### src/rtl/maze_level_ctrl.sv
// maze_level_ctrl
// Game-flow sequencer sitting directly upstream of the maze counter. It decides
// when the displayed maze changes (clear on new game / after a win, increment on
// a debounced exit), repositions the player, and tells the renderer which screen
// to draw.
//
// State  | meaning
// -------+---------------------------------------------------------------
// TITLE  | title screen, waiting for a start-key press
// PLAY   | maze active, player may move, exit tile debounced per frame
// TRANS  | level-transition screen, counts TRANS_FRAMES frame ticks
// WIN    | final maze solved, waiting for a start-key press
//
// Ports:
//   clk          system clock
//   reset        synchronous, active-high reset
//   frame_tick   one-cycle pulse per video frame
//   start_key    start button (already synchronised), level sensitive
//   exit_hit     high while the player stands on the exit tile
//   level        current maze index read back from the maze counter
//   maze_clr     one-cycle pulse, clears the maze counter
//   maze_inc     one-cycle pulse, increments the maze counter
//   player_reset one-cycle pulse, move player to the maze start tile
//   move_en      player movement permitted (PLAY only)
//   screen_sel   0=TITLE, 1=PLAY, 2=TRANSITION, 3=WIN
module maze_level_ctrl #(
    parameter int NUM_LEVELS      = 5,
    parameter int LEVEL_W         = 3,
    parameter int TRANS_FRAMES    = 60,
    parameter int DEBOUNCE_FRAMES = 2
) (
    input  logic               clk,
    input  logic               reset,
    input  logic               frame_tick,
    input  logic               start_key,
    input  logic               exit_hit,
    input  logic [LEVEL_W-1:0] level,
    output logic               maze_clr,
    output logic               maze_inc,
    output logic               player_reset,
    output logic               move_en,
    output logic [1:0]         screen_sel
);

    typedef enum logic [1:0] {
        S_TITLE = 2'd0,
        S_PLAY  = 2'd1,
        S_TRANS = 2'd2,
        S_WIN   = 2'd3
    } state_t;

    localparam logic [LEVEL_W-1:0] LAST_LEVEL = LEVEL_W'(NUM_LEVELS - 1);
    localparam logic [3:0]         DEB_TARGET = 4'(DEBOUNCE_FRAMES);
    localparam logic [7:0]         TRANS_LOAD = 8'(TRANS_FRAMES);

    state_t     state, state_next;
    logic [3:0] dbc, dbc_next;
    logic [7:0] timer, timer_next;
    logic       start_prev;
    logic       clr_next, inc_next, prst_next;
    logic       start_rise;
    logic       final_level;

    assign start_rise  = start_key & ~start_prev;
    // Out-of-range levels are treated as the final maze.
    assign final_level = (level >= LAST_LEVEL);

    always_ff @(posedge clk) begin
        if (reset) begin
            state        <= S_TITLE;
            dbc          <= '0;
            timer        <= '0;
            // Key held through reset must not look like a fresh press.
            start_prev   <= 1'b1;
            maze_clr     <= 1'b0;
            maze_inc     <= 1'b0;
            player_reset <= 1'b0;
        end else begin
            state        <= state_next;
            dbc          <= dbc_next;
            timer        <= timer_next;
            start_prev   <= start_key;
            maze_clr     <= clr_next;
            maze_inc     <= inc_next;
            player_reset <= prst_next;
        end
    end

    always_comb begin
        state_next = state;
        dbc_next   = dbc;
        timer_next = timer;
        clr_next   = 1'b0;
        inc_next   = 1'b0;
        prst_next  = 1'b0;

        case (state)
            S_TITLE: begin
                // A coincident frame tick is deliberately ignored here.
                if (start_rise) begin
                    clr_next   = 1'b1;
                    prst_next  = 1'b1;
                    dbc_next   = '0;
                    state_next = S_PLAY;
                end
            end

            S_PLAY: begin
                if (frame_tick) begin
                    if (exit_hit) begin
                        if ((dbc + 4'd1) >= DEB_TARGET) begin
                            dbc_next = '0;
                            if (final_level) begin
                                state_next = S_WIN;
                            end else begin
                                inc_next   = 1'b1;
                                timer_next = TRANS_LOAD;
                                state_next = S_TRANS;
                            end
                        end else begin
                            dbc_next = dbc + 4'd1;
                        end
                    end else begin
                        dbc_next = '0;
                    end
                end
            end

            S_TRANS: begin
                if (frame_tick) begin
                    // Zero is only reachable with an illegal TRANS_FRAMES; leave anyway.
                    if (timer <= 8'd1) begin
                        timer_next = '0;
                        prst_next  = 1'b1;
                        dbc_next   = '0;
                        state_next = S_PLAY;
                    end else begin
                        timer_next = timer - 8'd1;
                    end
                end
            end

            S_WIN: begin
                // No player_reset here; the next TITLE->PLAY issues it.
                if (start_rise) begin
                    clr_next   = 1'b1;
                    state_next = S_TITLE;
                end
            end

            default: begin
                state_next = S_TITLE;
            end
        endcase
    end

    assign screen_sel = state;
    assign move_en    = (state == S_PLAY);

endmodule

### config.mk
export PLATFORM = sky130hd
export DESIGN_NAME = maze_level_ctrl
export DESIGN_NICKNAME = d
export VERILOG_FILES = /design/src/rtl/maze_level_ctrl.sv
export SDC_FILE = /design/constraint.sdc
export NUM_CORES = 1
export LEC_CHECK = 0
export CAP_MARGIN = 20
export CORE_UTILIZATION = 44
export DETAILED_ROUTE_END_ITERATION = 8
export GPL_ROUTABILITY_DRIVEN = 1
export PLACE_DENSITY = 0.66
export SYNTH_ARGS = -nofsm -noshare
export SYNTH_HDL_FRONTEND = slang
export SYNTH_SLANG_ARGS = --single-unit
### constraint.sdc
create_clock -name clk -period 3.8 [get_ports clk]
set_input_delay 0.38 -clock clk [delete_from_list [all_inputs] [get_ports clk]]
set_output_delay 0.38 -clock clk [all_outputs]
set_load 0.05 [all_outputs]
==> flow_summary.toml, run 1 <==
[outcome]
status = "finished clean"

[timing]
fmax_mhz = 431
finalCritPeriodShare_pct = 61.1
tightestPinTransition_ns = 0.618
fin_skew_ns = 0.00929
finalSetupTns_ns = 0
min_period_ns = 2.32
slew_violations = 0
rsz0062_at_grt = "no"
setup_viol = 0
report.final.hold_viol_count = 0
max_slew_margin_pct = 58.6

[synthesis]
synth_seq_cells = 18
synth.most_common_cell = "dfxtp_1"
synth_top_area_cell = "dfxtp_1"
async_flop_share_pct = 0
ys_seq_area_share_pct = 32.1
synth_commonest_cells = "dfxtp_1 (18), nor2_1 (12), a21oi_1 (11)"
synth_nets = 149
synthCells = 132
synth_cell_type_count = 43
yosys_warnings = 0
avgSynthCellArea_um2 = 8.51
yosys_most_used_dff = "dfxtp_1"
synthTopCellsByArea = "dfxtp_1 (32%), ha_1 (10%), a21oi_1 (4.9%)"
syn_area_um2 = 1120
synth-edff-count = 0
synth_top_area_share_pct = 32.1

[clocking]
postCtsSetupBuffers = 0
cts_sinks = 18
htreeDepth = 1
cts-root-buf = "clkbuf_4"
postCtsHoldBufs = 0
cts_tree = "yes"
cts_buffer_depth = 2
cts_resized = 0
cts.reportedPaths.clkPinSlew_ns = 0.11
numCtsBuffers = 3
insertion_delay_ns = 0.30

[drt]
wirelength_mm = 2.13
ant_nets = 0
first_iter_violations = 14
vias_per_cell = 5.75
drt_pass1_iterations = 4
drc = 0
vias = 971
wl_per_cell_um = 12.6

[setup_path]
cp_cell_sequence = "inv_1 > ha_1 > clkdlybuf4s50_1"
crit_path_start_kind = "register"
r2r-start = "screen_sel[1]"
crit_start = "screen_sel[1]"
endpoint_kind = "output pin"
cp_max_fo = 7
crit_type = "reg -> out"
cp_num_cells = 3
worst_path_largest_cell_delay_ns = 0.85
worstPathBufferInverterCount = 2
cp_top_family = "buffers and inverters"
critPathSlowestCell = "clkdlybuf4s50_1"
reg2reg_depth = 7
critPathRequiredTime_ns = 3.42
arrival_ns = 1.94

[floorplanning]
die_h_um = 52.5
start_util_pct = 48.5
die_width_um = 52.5
die_area_um2 = 2760
coreArea_um2 = 2320
rows = 17
io-pin-count = 14

[cells_and_area]
n_antenna_cell = 0
fin_util_pct = 54.5
nNetsFinal = 159
area_growth_pct = 12.5
drive_gt1_share_pct = 9.93
n_fill_cell = 216

[hold_path]
worstHoldStart = "timer[1]"
hold_depth = 2
holdCritPathClass = "reg -> reg"

[global_routing]
grt_pass1_wl_mm = 3.81
grt_pass1_vias = 864
grt.total_usage_pct = 18.5
antenna_found_initial = 0
grt_max_degree = 19
grt_overflow = 0

[power_and_ir_drop]
power_density_nw_per_um2 = 368
ir_worst_vdd_mv = 0.272
leakagePower_uw = 0.000480

[placement]
gp_congestion = 0.864
portBuffers = 11
place_hpwl_mm = 1.56

[run]
cap_violations = 0
[worst reg2reg max path: stages (launching register included)]
cell and delay (ns):
dfxtp_1 0.38, inv_1 0.12, ha_1 0.30, nand2_1 0.13, a2bb2oi_1 0.17, or3b_4 0.48, or3_1 0.39, a21oi_1 0.14
[per-stage QoR]
step	instance area (µm²)	setup WS [ns]	hold slack (ns)	std cells	power [µW]
final	1260	1.48	0.485	169	465
after global routing	1260	1.36	0.530	169	497
after CTS	1260	1.47	0.489	169	470
after detailed placement	1230	1.58	0.473	165	349
after global placement	1230	1.58	0.466	165	348
after floorplan	1120	1.16	0.450	132	315
[power breakdown]
| part | internal (µW) | switching, µW | total [µW] | leakage [µW] |
|---|---|---|---|---|
| Combinational | 53.5 | 85.6 | 139 | 0.000314 |
| Clock | 58.4 | 61.3 | 120 | 0.0000210 |
| Sequential | 196 | 9.73 | 206 | 0.000146 |
[placed cells by master (no fill, tap or decap), drive strengths merged]
| cell type | count |
|---|---|
| o21ai | 6 |
| or3b | 1 |
| and3 | 1 |
| o32ai | 1 |
| a21boi | 1 |
| nand3 | 3 |
| nor2 | 12 |
| a2111oi | 1 |
| clkbuf | 4 |
| nand2 | 9 |
| dfxtp | 18 |
| o211a | 2 |
| a211oi | 1 |
| or4 | 1 |
| a31oi | 2 |
| a31o | 2 |
| o211ai | 1 |
| or3 | 3 |
| inv | 8 |
| o22a | 1 |
| nand4 | 3 |
| or2 | 2 |
| nand3b | 1 |
| and2 | 2 |
| ha | 9 |
| a21oi | 11 |
| o21a | 1 |
| clkdlybuf4s50 | 11 |
| o31ai | 2 |
| xor2 | 1 |
| a221oi | 3 |
| nor3 | 6 |
| nor4 | 1 |
| a2bb2oi | 1 |
| nand4bb | 1 |
| nand2b | 8 |
[flip-flops by register name, indices dropped and copies added, names as in the netlist]
register / flops
screen_sel: 2
maze_clr: 1
maze_inc: 1
player_reset: 1
timer: 8
start_prev: 1
dbc: 4
[cell type report]
type                       instances  area [µm²]  share of cell area [%]
sequential                        18         360                    28.5
clock buffer                       4        36.3                    2.87
multi-input combinational        100         692                    54.8
timing repair buffer              11         110                    8.71
tap                               28        35.0                    2.77
inverter                           8        30.0                    2.38
[kinds of logic after synthesis]
family	share of synthesized area [%]
DFF	32.1
xor gates and xnor gates	1.45
and+or+nand+nor	26.5
AOI/OAI and AO/OA	23.6
adders and majority gates	10.0
buffers and inverters	6.35
[per-layer routing]
layer / global-route usage [%] / part of all wire (%) / vias to the layer above
met5: 0 / 0 / -
met4: 4.82 / 0.61 / 0
met3: 6.38 / 6.1 / 2
met2: 29.3 / 46 / 33
met1: 23.7 / 47 / 443
li1: - / - / 493
[worst paths after layout]
| kind | end | slack [ns] |
|---|---|---|
| worst max register to register | timer[7] | 1.61 |
| worst max-delay path | move_en | 1.48 |
| worst min-delay path | timer[1] | 0.48 |
| worst min register to register | timer[1] | 0.48 |
Note: power is estimated with default switching activity, not from simulation.
==> run 2, diff against run 1 <==
clock period = 2.4 ns   (was 3.8 ns; I/O delays follow)
==> run 2 against run 1 <==
Critical path depth is the same. Final cell count grew 0.59%. Global-route usage grew 0.59 points. First-iteration DRC count shrank 14%. Setup slack lost 1.2 ns. Sequential share of layout area shrank 0.15 points. Critical path type unchanged. Largest cell class unchanged. Largest power group unchanged.
==> flow_summary.toml, run 2 (synthesis gave the netlist of run 1 again) <==
[timing]
finalCritPeriodShare_pct = 89.0
setup_viol = 0
min_period_ns = 2.13
tightestPinTransition_ns = 0.643
max_slew_margin_pct = 57.0
rsz0062_at_grt = "no"
fmax_mhz = 468
report.final.hold_viol_count = 0
slew_violations = 0
fin_skew_ns = 0.00295
finalSetupTns_ns = 0

[drt]
ant_nets = 0
drc = 0
vias = 954
wl_per_cell_um = 12.7
drt_pass1_iterations = 4
wirelength_mm = 2.16
first_iter_violations = 12
vias_per_cell = 5.61

[setup_path]
worstPathBufferInverterCount = 2
r2r_setup_slack_ns = 0.28
crit_path_start_kind = "register"
critPathRequiredTime_ns = 2.16
reg2reg_depth = 6
worst_path_largest_cell_delay_ns = 0.82
arrival_ns = 1.89
cp_top_family = "buffers and inverters"
critPathSlowestCell = "clkdlybuf4s50_1"
r2r_end = "timer[7]"
cp_max_fo = 7
crit_type = "reg -> out"
r2r-start = "dbc[0]"
endpoint_kind = "output pin"
cp_cell_sequence = "inv_1 > ha_2 > clkdlybuf4s50_1"

[global_routing]
grt_max_degree = 19
use_met3_pct = 6.09
use_met2_pct = 32.9
grt.total_usage_pct = 19.1
antenna_found_initial = 0
grt-busiest-layer = "met2"
grt.met1_usage_pct = 23.0
grt_pass1_wl_mm = 3.86
grt_overflow = 0
grt_pass1_vias = 926

[hold_path]
worstHoldStart = "timer[7]"
hold_depth = 2
holdCritPathClass = "reg -> reg"
min_to = "timer[7]"

[placement]
gp_congestion = 0.882
portBuffers = 11
place_hpwl_mm = 1.57

[clocking]
cts_sinks = 18
numCtsBuffers = 3
cts.reportedPaths.clkPinSlew_ns = 0.12
cts_tree = "yes"
postCtsHoldBufs = 0
htreeDepth = 1
postCtsSetupBuffers = 0
cts_resized = 0
cts-root-buf = "clkbuf_4"
cts_buffer_depth = 2
insertion_delay_ns = 0.30

[cells_and_area]
multi_input_area_um2 = 694
area_growth_pct = 13.5
final_cell_mix = "dfxtp_1 (17), nor2_1 (12), a21oi_1 (11), clkdlybuf4s50_1 (11), nand2_1 (9)"
largest_reg_flops = 8
nNetsFinal = 160
n_fill_cell = 219
regMostFlops = "timer"
fin_util_pct = 55.0
final_common_cell = "dfxtp_1"
drive_gt1_share_pct = 12.0
regArea_um2 = 362
n_antenna_cell = 0

[floorplanning]
die_area_um2 = 2760
coreArea_um2 = 2320
die_h_um = 52.5
rows = 17
io-pin-count = 14
die_width_um = 52.5
start_util_pct = 48.5

[power_and_ir_drop]
leakagePower_uw = 0.000485
ir_worst_vdd_mv = 0.524
power.total_uw = 747
power_density_nw_per_um2 = 586

[outcome]
status = "finished clean"

[run]
cap_violations = 0
==> run 2: cell count changes in the layout (fill, tap and decap cells not counted) <==
cell,before,now
dfxtp_2,0,1
ha_1,9,8
dfxtp_1,18,17
buf_4,0,1
ha_2,0,1
==> run 2: how the worst max path moves through the flow <==
stage | startpoint | endpoint | depth (start not counted) | slack (ns)
after floorplan | screen_sel[1] | timer[4] | 8 | 0.08
after global placement | dbc[1] | timer[7] | 7 | 0.32
after detailed placement | dbc[1] | timer[7] | 7 | 0.31
after CTS | screen_sel[1] | move_en | 3 | 0.25
after global routing | dbc[1] | timer[7] | 7 | 0.13
final | screen_sel[1] | move_en | 3 | 0.27
==> run 2: routing by layer <==
layer | wire length, µm | share of wire, %
met1 | 1070 | 49
met2 | 1020 | 47
met5 | 0 | 0
met4 | 8 | 0.37
met3 | 71 | 3.3
==> run 2: tightest hold or removal path: stages, from the launching register on <==
cell	delay [ns]
dfxtp_1	0.32
o21ai_0	0.07
a21oi_1	0.06
==> run 2: power by group <==
part / leakage, µW / internal [µW] / switching (µW)
sequential: 0.000146 / 312 / 15.8
combinational: 0.000318 / 86.5 / 134
clock: 0.0000210 / 92.6 / 106
==> run 2: area by class of cell <==
class | count | share of cell area, %
multi-input cells | 100 | 54.5
flip-flops and latches | 18 | 28.4
repair buffers | 12 | 9.22
clock buffers | 4 | 2.85
well taps | 28 | 2.75
inverters | 8 | 2.36
==> run 2: stage by stage <==
step	instances	area [µm²]	setup slack (ns)	hold slack, ns
floorplan	132	1130	0.0797	0.347
global placement	166	1240	0.318	0.467
detailed placement	166	1240	0.306	0.466
CTS	170	1270	0.253	0.483
global route	170	1270	0.127	0.532
finish	170	1270	0.265	0.486
